[src/rtl/xgmii_pkg.sv]
// Shared definitions for the XGMII frame generator.
//   - XGMII control characters and whole-word constants
//   - CRC-32 constants (reflected IEEE 802.3)
//   - frame generator FSM state type
//   - frame length clamp helper
package xgmii_pkg;

  localparam logic [7:0] XGMII_IDLE  = 8'h07;
  localparam logic [7:0] XGMII_START = 8'hFB;
  localparam logic [7:0] XGMII_TERM  = 8'hFD;
  localparam logic [7:0] XGMII_ERR   = 8'hFE;

  // Start character in lane 0, six preamble bytes, SFD in lane 7.
  localparam logic [63:0] PREAMBLE_WORD = 64'hD5555555555555FB;
  localparam logic [7:0]  PREAMBLE_CTRL = 8'h01;
  localparam logic [63:0] IDLE_WORD     = {8{XGMII_IDLE}};
  localparam logic [7:0]  IDLE_CTRL     = 8'hFF;

  localparam logic [31:0] CRC32_POLY      = 32'h04C11DB7;
  localparam logic [31:0] CRC32_POLY_REFL = 32'hEDB88320;
  localparam logic [31:0] CRC32_INIT      = 32'hFFFFFFFF;
  // Register value after running data+FCS through the reflected CRC;
  // its bit-reversed form is the familiar C704DD7B.
  localparam logic [31:0] CRC32_RESIDUE   = 32'hDEBB20E3;

  typedef enum logic [2:0] {
    ST_IDLE,
    ST_SOF,
    ST_DATA,
    ST_TERM,
    ST_IFG
  } fsm_state_t;

  function automatic logic [10:0] clamp_len(input logic [10:0] len,
                                            input logic [10:0] lo,
                                            input logic [10:0] hi);
    if (len < lo) return lo;
    if (len > hi) return hi;
    return len;
  endfunction

endpackage

[src/rtl/crc32_d64.sv]
// CRC-32 (IEEE 802.3, reflected) over up to 8 bytes per clock.
//   sys_clk, sys_rst_n : clock, async active-low reset
//   data               : byte lanes, lane0 = [7:0] is processed first
//   nbytes             : number of valid lanes starting at lane 0 (0..8)
//   init               : load the CRC register with FFFFFFFF
//   en                 : fold the valid lanes into the CRC register
//   crc                : registered CRC state (not inverted)
//   crc_next           : CRC state including the current lanes
module crc32_d64
  import xgmii_pkg::*;
(
  input  logic        sys_clk,
  input  logic        sys_rst_n,
  input  logic [63:0] data,
  input  logic [3:0]  nbytes,
  input  logic        init,
  input  logic        en,
  output logic [31:0] crc,
  output logic [31:0] crc_next
);

  logic [31:0] c;

  always_comb begin
    c = crc;
    for (int i = 0; i < 8; i++) begin
      if (4'(i) < nbytes) begin
        c = c ^ {24'h0, data[8*i +: 8]};
        for (int b = 0; b < 8; b++) begin
          c = c[0] ? ((c >> 1) ^ CRC32_POLY_REFL) : (c >> 1);
        end
      end
    end
    crc_next = c;
  end

  always_ff @(posedge sys_clk or negedge sys_rst_n) begin
    if (!sys_rst_n)  crc <= CRC32_INIT;
    else if (init)   crc <= CRC32_INIT;
    else if (en)     crc <= crc_next;
  end

endmodule

[src/rtl/xgmii_frame_gen.sv]
// XGMII 10GbE frame generator: preamble/SFD, programmable header,
// sequence-numbered payload, FCS, terminate and inter-frame gap.
//   sys_clk, sys_rst_n : XGMII clock, async active-low reset
//   start              : pulse, starts a burst when idle
//   stop               : level, ends the burst after the current frame
//   frame_len          : bytes excl. FCS (clamped), sampled at start
//   frame_count        : frames per burst, 0 = continuous
//   dst_mac, src_mac, ethertype : header fields, sampled at start
//   xgmii_txd/txc      : 64-bit XGMII data/control, lane0 = [7:0]
//   busy               : burst in progress
//   frames_sent        : frames completed since reset (wraps)
//
// state   | meaning
// IDLE    | idle words, waiting for start
// SOF     | preamble/SFD word
// DATA    | header, payload and FCS words except the last
// TERM    | word holding the FD character
// IFG     | IFG_WORDS idle words, then next frame or IDLE
module xgmii_frame_gen
  import xgmii_pkg::*;
#(
  parameter int IFG_WORDS = 2,
  parameter int MIN_LEN   = 60,
  parameter int MAX_LEN   = 1514
) (
  input  logic        sys_clk,
  input  logic        sys_rst_n,
  input  logic        start,
  input  logic        stop,
  input  logic [10:0] frame_len,
  input  logic [15:0] frame_count,
  input  logic [47:0] dst_mac,
  input  logic [47:0] src_mac,
  input  logic [15:0] ethertype,
  output logic [63:0] xgmii_txd,
  output logic [7:0]  xgmii_txc,
  output logic        busy,
  output logic [31:0] frames_sent
);

  localparam int IFGW = (IFG_WORDS > 1) ? $clog2(IFG_WORDS) : 1;
  localparam logic [IFGW-1:0] IFG_LOAD = IFGW'(IFG_WORDS - 1);
  localparam logic [10:0] LEN_MIN = 11'(MIN_LEN);
  localparam logic [10:0] LEN_MAX = 11'(MAX_LEN);

  fsm_state_t state_q, state_d;

  logic [10:0]     len_q;
  logic [15:0]     count_q;
  logic [47:0]     dst_q, src_q;
  logic [15:0]     type_q;
  logic [31:0]     seq_q;
  logic            stop_seen;
  logic [11:0]     base_q;     // byte index of lane 0 in the current word
  logic [7:0]      wcnt_q;     // DATA words left after this one
  logic [IFGW-1:0] ifg_q;

  logic            frame_done, last_of_burst;
  logic [11:0]     nwords, len_ext, data_rem;
  logic            has_data;
  logic [11:0]     lane_idx [8];
  logic [1:0]      fcs_sel  [8];
  logic [63:0]     crc_data;
  logic [3:0]      crc_nbytes;
  logic            crc_en, crc_init;
  logic [31:0]     crc_q, crc_next, fcs;

  assign len_ext       = {1'b0, len_q};
  assign nwords        = (len_ext + 12'd12) >> 3;
  assign last_of_burst = (count_q != 16'd0) && ((seq_q + 32'd1) == {16'd0, count_q});
  assign busy          = (state_q != ST_IDLE);

  function automatic logic [7:0] frame_byte(input logic [11:0] idx);
    case (idx)
      12'd0:   return dst_q[47:40];
      12'd1:   return dst_q[39:32];
      12'd2:   return dst_q[31:24];
      12'd3:   return dst_q[23:16];
      12'd4:   return dst_q[15:8];
      12'd5:   return dst_q[7:0];
      12'd6:   return src_q[47:40];
      12'd7:   return src_q[39:32];
      12'd8:   return src_q[31:24];
      12'd9:   return src_q[23:16];
      12'd10:  return src_q[15:8];
      12'd11:  return src_q[7:0];
      12'd12:  return type_q[15:8];
      12'd13:  return type_q[7:0];
      12'd14:  return seq_q[31:24];
      12'd15:  return seq_q[23:16];
      12'd16:  return seq_q[15:8];
      12'd17:  return seq_q[7:0];
      default: return idx[7:0] - 8'd14;
    endcase
  endfunction

  always_ff @(posedge sys_clk or negedge sys_rst_n) begin
    if (!sys_rst_n) state_q <= ST_IDLE;
    else            state_q <= state_d;
  end

  always_comb begin
    state_d    = state_q;
    frame_done = 1'b0;
    case (state_q)
      ST_IDLE: if (start) state_d = ST_SOF;
      ST_SOF:  state_d = ST_DATA;
      ST_DATA: if (wcnt_q == 8'd0) state_d = ST_TERM;
      ST_TERM: state_d = ST_IFG;
      ST_IFG: begin
        if (ifg_q == '0) begin
          frame_done = 1'b1;
          // stop is looked at in this cycle too, so a late stop still ends the burst
          state_d = (last_of_burst || stop_seen || stop) ? ST_IDLE : ST_SOF;
        end
      end
      default: state_d = ST_IDLE;
    endcase
  end

  always_ff @(posedge sys_clk or negedge sys_rst_n) begin
    if (!sys_rst_n) begin
      len_q       <= '0;
      count_q     <= '0;
      dst_q       <= '0;
      src_q       <= '0;
      type_q      <= '0;
      seq_q       <= '0;
      stop_seen   <= 1'b0;
      base_q      <= '0;
      wcnt_q      <= '0;
      ifg_q       <= '0;
      frames_sent <= '0;
    end else begin
      if (state_q != ST_IDLE && stop) stop_seen <= 1'b1;
      case (state_q)
        ST_IDLE: begin
          if (start) begin
            len_q     <= clamp_len(frame_len, LEN_MIN, LEN_MAX);
            count_q   <= frame_count;
            dst_q     <= dst_mac;
            src_q     <= src_mac;
            type_q    <= ethertype;
            seq_q     <= '0;
            stop_seen <= stop;
          end
        end
        ST_SOF: begin
          base_q <= '0;
          wcnt_q <= 8'(nwords - 12'd2);
        end
        ST_DATA: begin
          base_q <= base_q + 12'd8;
          if (wcnt_q != 8'd0) wcnt_q <= wcnt_q - 8'd1;
        end
        ST_TERM: begin
          base_q <= base_q + 12'd8;
          ifg_q  <= IFG_LOAD;
        end
        ST_IFG: begin
          if (ifg_q != '0) begin
            ifg_q <= ifg_q - 1'b1;
          end else begin
            seq_q       <= seq_q + 32'd1;
            frames_sent <= frames_sent + 32'd1;
            stop_seen   <= 1'b0;
          end
        end
        default: ;
      endcase
    end
  end

  // Lane byte indices and the data-only view of the current word for the CRC.
  always_comb begin
    has_data   = len_ext > base_q;
    data_rem   = len_ext - base_q;
    crc_nbytes = 4'd0;
    if (has_data) crc_nbytes = (data_rem >= 12'd8) ? 4'd8 : data_rem[3:0];
    crc_en   = has_data && (state_q == ST_DATA || state_q == ST_TERM);
    crc_init = (state_q == ST_SOF);
    crc_data = '0;
    for (int i = 0; i < 8; i++) begin
      lane_idx[i] = base_q + 12'(i);
      fcs_sel[i]  = lane_idx[i][1:0] - len_q[1:0];
      crc_data[8*i +: 8] = frame_byte(lane_idx[i]);
    end
  end

  crc32_d64 u_crc (
    .sys_clk   (sys_clk),
    .sys_rst_n (sys_rst_n),
    .data      (crc_data),
    .nbytes    (crc_nbytes),
    .init      (crc_init),
    .en        (crc_en),
    .crc       (crc_q),
    .crc_next  (crc_next)
  );

  // When the payload ends inside this word the FCS has to include the
  // word's own data bytes, so it comes from the combinational update.
  assign fcs = has_data ? ~crc_next : ~crc_q;

  always_comb begin
    xgmii_txd = IDLE_WORD;
    xgmii_txc = IDLE_CTRL;
    case (state_q)
      ST_IDLE, ST_IFG: ;
      ST_SOF: begin
        xgmii_txd = PREAMBLE_WORD;
        xgmii_txc = PREAMBLE_CTRL;
      end
      ST_DATA, ST_TERM: begin
        for (int i = 0; i < 8; i++) begin
          if (lane_idx[i] < len_ext) begin
            xgmii_txd[8*i +: 8] = crc_data[8*i +: 8];
            xgmii_txc[i]        = 1'b0;
          end else if (lane_idx[i] < len_ext + 12'd4) begin
            xgmii_txd[8*i +: 8] = fcs[{fcs_sel[i], 3'b000} +: 8];
            xgmii_txc[i]        = 1'b0;
          end else if (lane_idx[i] == len_ext + 12'd4) begin
            xgmii_txd[8*i +: 8] = XGMII_TERM;
          end
        end
      end
      default: xgmii_txd = {8{XGMII_ERR}};
    endcase
  end

endmodule

[config.mk]
export PLATFORM = sky130hd
export DESIGN_NAME = xgmii_frame_gen
export DESIGN_NICKNAME = d
export VERILOG_FILES = /design/src/rtl/xgmii_pkg.sv /design/src/rtl/crc32_d64.sv /design/src/rtl/xgmii_frame_gen.sv
export SDC_FILE = /design/constraint.sdc
export NUM_CORES = 1
export LEC_CHECK = 0
export ABC_CLOCK_PERIOD_IN_PS = 22600
export CORE_ASPECT_RATIO = 1.75
export CORE_MARGIN = 5
export CORE_UTILIZATION = 25
export DETAILED_ROUTE_END_ITERATION = 8
export PLACE_DENSITY = 0.38
export REMOVE_ABC_BUFFERS = 1
export SYNTH_ARGS = -nofsm -noshare
export SYNTH_HDL_FRONTEND = slang
export SYNTH_SLANG_ARGS = --single-unit
export TNS_END_PERCENT = 5
[constraint.sdc]
create_clock -name sys_clk -period 22.6 [get_ports sys_clk]
set_clock_uncertainty 0.2 [all_clocks]
set_input_delay 4.52 -clock sys_clk [delete_from_list [all_inputs] [get_ports sys_clk]]
set_output_delay 4.52 -clock sys_clk [all_outputs]
set_load 0.1 [all_outputs]
==> flow_metrics.tcl <==
set metrics [dict create \
    layout_worst_path_cycle_share 0.9340 \
    clkTransAtPathRegs_ps 60 \
    totalWireLength_microns 155500 \
    final.setup.tns_ps 0 \
    initial_utilization 0.2510 \
    run_status "complete, but fails checks" \
    rr_worst_depth 34 \
    worst-slew-pin-transition_ps 1595 \
    cts.root.buffer_cell "sky130_fd_sc_hd__clkbuf_16" \
    period_needed_ps 21110 \
    post_synth.cell_area_avg_sq_um 8.090 \
    area_share_of_the_leading_cell_type_in_the_synthesized_netlist 0.1876 \
    drt_first_pass_iters 5 \
    timing.final.setup_violations 0 \
    drt-initial-drc-count 1839 \
    hpwlAfterDp_microns 128200 \
    grt_pass1_wl_microns 219300 \
    max_cap_viol_count 1 \
    first_global_vias 29290 \
    timing.hold.worst.class "register to register" \
    tritoncts "done" \
    regToRegStartpoint "len_q[2]" \
    synth.top_cells.by_area "sky130_fd_sc_hd__dfrtp_1 (19%), sky130_fd_sc_hd__xnor2_1 (11%), sky130_fd_sc_hd__nand2_1 (8.5%)" \
    setup.reg_to_reg.worst_slack_ps 8490 \
    cts_max_level 1 \
    global_route.usage.total 0.2356 \
    layout_common_cells "sky130_fd_sc_hd__nand2_1 (682), sky130_fd_sc_hd__xnor2_1 (380), sky130_fd_sc_hd__o21ai_0 (273), sky130_fd_sc_hd__nor2_1 (248), sky130_fd_sc_hd__clkdlybuf4s50_1 (246)" \
    path_class "register to output port" \
    post-cts-setup-buffer-count 0 \
    hold_viol 0 \
    regToRegEndpoint "u_crc.crc[0]" \
    final_net_count 4065 \
    post_synth_instance_area_sq_um 30020 \
    place_congestion 0.9447 \
    ys_seq_elements 257 \
    yosys.area.top_type "sky130_fd_sc_hd__dfrtp_1" \
    most_common_cell_after_layout_fill_and_taps_aside "sky130_fd_sc_hd__nand2_1" \
    worstPathMaxFanout 14 \
    area_of_the_die_sq_um 127400 \
    cts_hold_buffers 0 \
    ys_async_sr_fraction 1.000 \
    vias_per_cell 5.257 \
    setup.worst_path.start "base_q[5]" \
    yosysSeqAreaShare 0.2156 \
    max-slew-margin-rel -0.07429 \
    floorplan.core_area_sq_um 119600 \
    worst_setup_path_start_kind "register" \
    endpoint_kind "output port" \
    row_count 168 \
    clock_latency_ps 630 \
    postRouteAntennaNets 0 \
    wl_per_cell_microns 28.82 \
    die_h_microns 468.4 \
    area_growth_pct 17.50 \
    slowest_stage "sky130_fd_sc_hd__clkdlybuf4s50_1" \
    critical_path.endpoint "xgmii_txd[11]" \
    hold_slack_ps 268.7 \
    critPathRequiredTime_ps 17880 \
    dr_total_vias 28360 \
    cts.path.max_buffers 3 \
    drive_gt1_frac 0.08933 \
    drt_drc_violations_left 0 \
    overall_overflow_remaining_after_global_route 0 \
    data_arrival_time_of_the_critical_path_ps 16390 \
    yosys_warnings 0 \
    yosys.cell_types.count 123 \
    synth_edf_count 0 \
    drv_slew 2 \
    tritoncts_num_sinks 257 \
    post_cts_resized 0 \
    number_of_antenna_violations_at_the_first_check_in_global_routing 1 \
    violations "max-capacitance violations, max-slew violations" \
    rsz0062_at_grt "false" \
    numCtsBuffers 29 \
    max_clock_freq_mhz 47.38 \
    synthCells 3710 \
    most_frequently_used_flop_master_after_synthesis "sky130_fd_sc_hd__dfrtp_1" \
    die-width_microns 271.9 \
    grt_max_degree 91 \
    crit_top_cell "sky130_fd_sc_hd__xnor2_1" \
    pin_count 248 \
    cp_slowest_stage_delay_ps 990 \
    port_buffers 247 \
]
[worst min path at each step]
stage | start | endpoint | depth (start not counted)
final | type_q[5] | type_q[5] | 2
after global routing | src_q[21] | src_q[21] | 2
after CTS | type_q[11] | type_q[11] | 2
after detailed placement | type_q[11] | type_q[11] | 2
after global placement | src_q[8] | src_q[8] | 2
after floorplan | type_q[4] | type_q[4] | 2
[kinds of logic (layout without fill, tap and decap cells)]
| family | count (synthesis) | after routing | share of synthesized area |
|---|---|---|---|
| compound gates | 870 | 870 | 0.1894 |
| simple gates | 1369 | 1369 | 0.2086 |
| mux | 175 | 175 | 0.06457 |
| fa+ha+maj | 80 | 80 | 0.03385 |
| xor+xnor | 660 | 660 | 0.2485 |
| other cells | 2 | 4 | 0.0002502 |
| buf+inv | 297 | 449 | 0.03923 |
| flops | 257 | 257 | 0.2156 |
[per-layer routing]
metal,share of wire,track usage,vias up,wire (microns)
li1,-,-,13260,-
met1,0.35,0.2441,13880,55130
met2,0.52,0.4457,915,81450
met3,0.045,0.03430,298,7022
met4,0.076,0.1428,0,11880
met5,0,0,-,0
[area by class of cell]
class | instances | area [sq um]
clock buffers | 36 | 792.0
diodes | 2 | 5.005
flip-flops and latches | 257 | 6476
fillers | 12880 | 84340
multi-input cells | 3156 | 22510
clock inverters | 15 | 200.2
well taps | 1530 | 1914
inverters | 64 | 240.2
repair buffers | 334 | 3131
[registers in the layout (all words and copies together) (netlist names)]
name,cells
dst_q,48
len_q,11
type_q,16
u_crc.crc,32
frames_sent,32
state_q,3
ifg_q,1
count_q,16
stop_seen,1
wcnt_q,8
seq_q,32
base_q,9
src_q,48
[worst max-delay path: cells and delay by family (launching register included)]
family	cells	cell delay, ps
adders and majority gates	1	320
and+or+nand+nor	8	2680
xor gates and xnor gates	13	5250
AOI/OAI and AO/OA	8	4160
buffers and inverters	3	1620
muxes	4	1090
DFF	1	610
[cells in the mapped netlist, drive strengths merged (27+ instances only)]
master  count
a211oi     44
a21o       51
a21oi     182
a31oi      33
and2       40
and3       56
buf        51
clkbuf    182
dfrtp     225
dfstp      32
ha         78
inv        61
mux2       27
mux2i     138
nand2     685
nand2b     30
nand3      94
nand4      31
nor2      256
nor3       57
nor4       29
o211ai     36
o21ai     308
xnor2     405
xnor3      75
xor2      168
[per-stage QoR]
step / utilization / std cells / worst slack, ps / area, sq um
floorplan: - / 3477 / 1663 / 29080
CTS: 0.2948 / 5392 / 1594 / 35260
detailed placement: 0.2865 / 5341 / 2312 / 34270
finish: 0.2949 / 5394 / 1492 / 35270
global placement: 0.2865 / 5341 / 2256 / 34270
global route: 0.2948 / 5393 / 734.2 / 35260
Power is left out: the tool's default activity adds up to more than one toggle a clock period on the data nets, which glitch-free logic cannot reach.
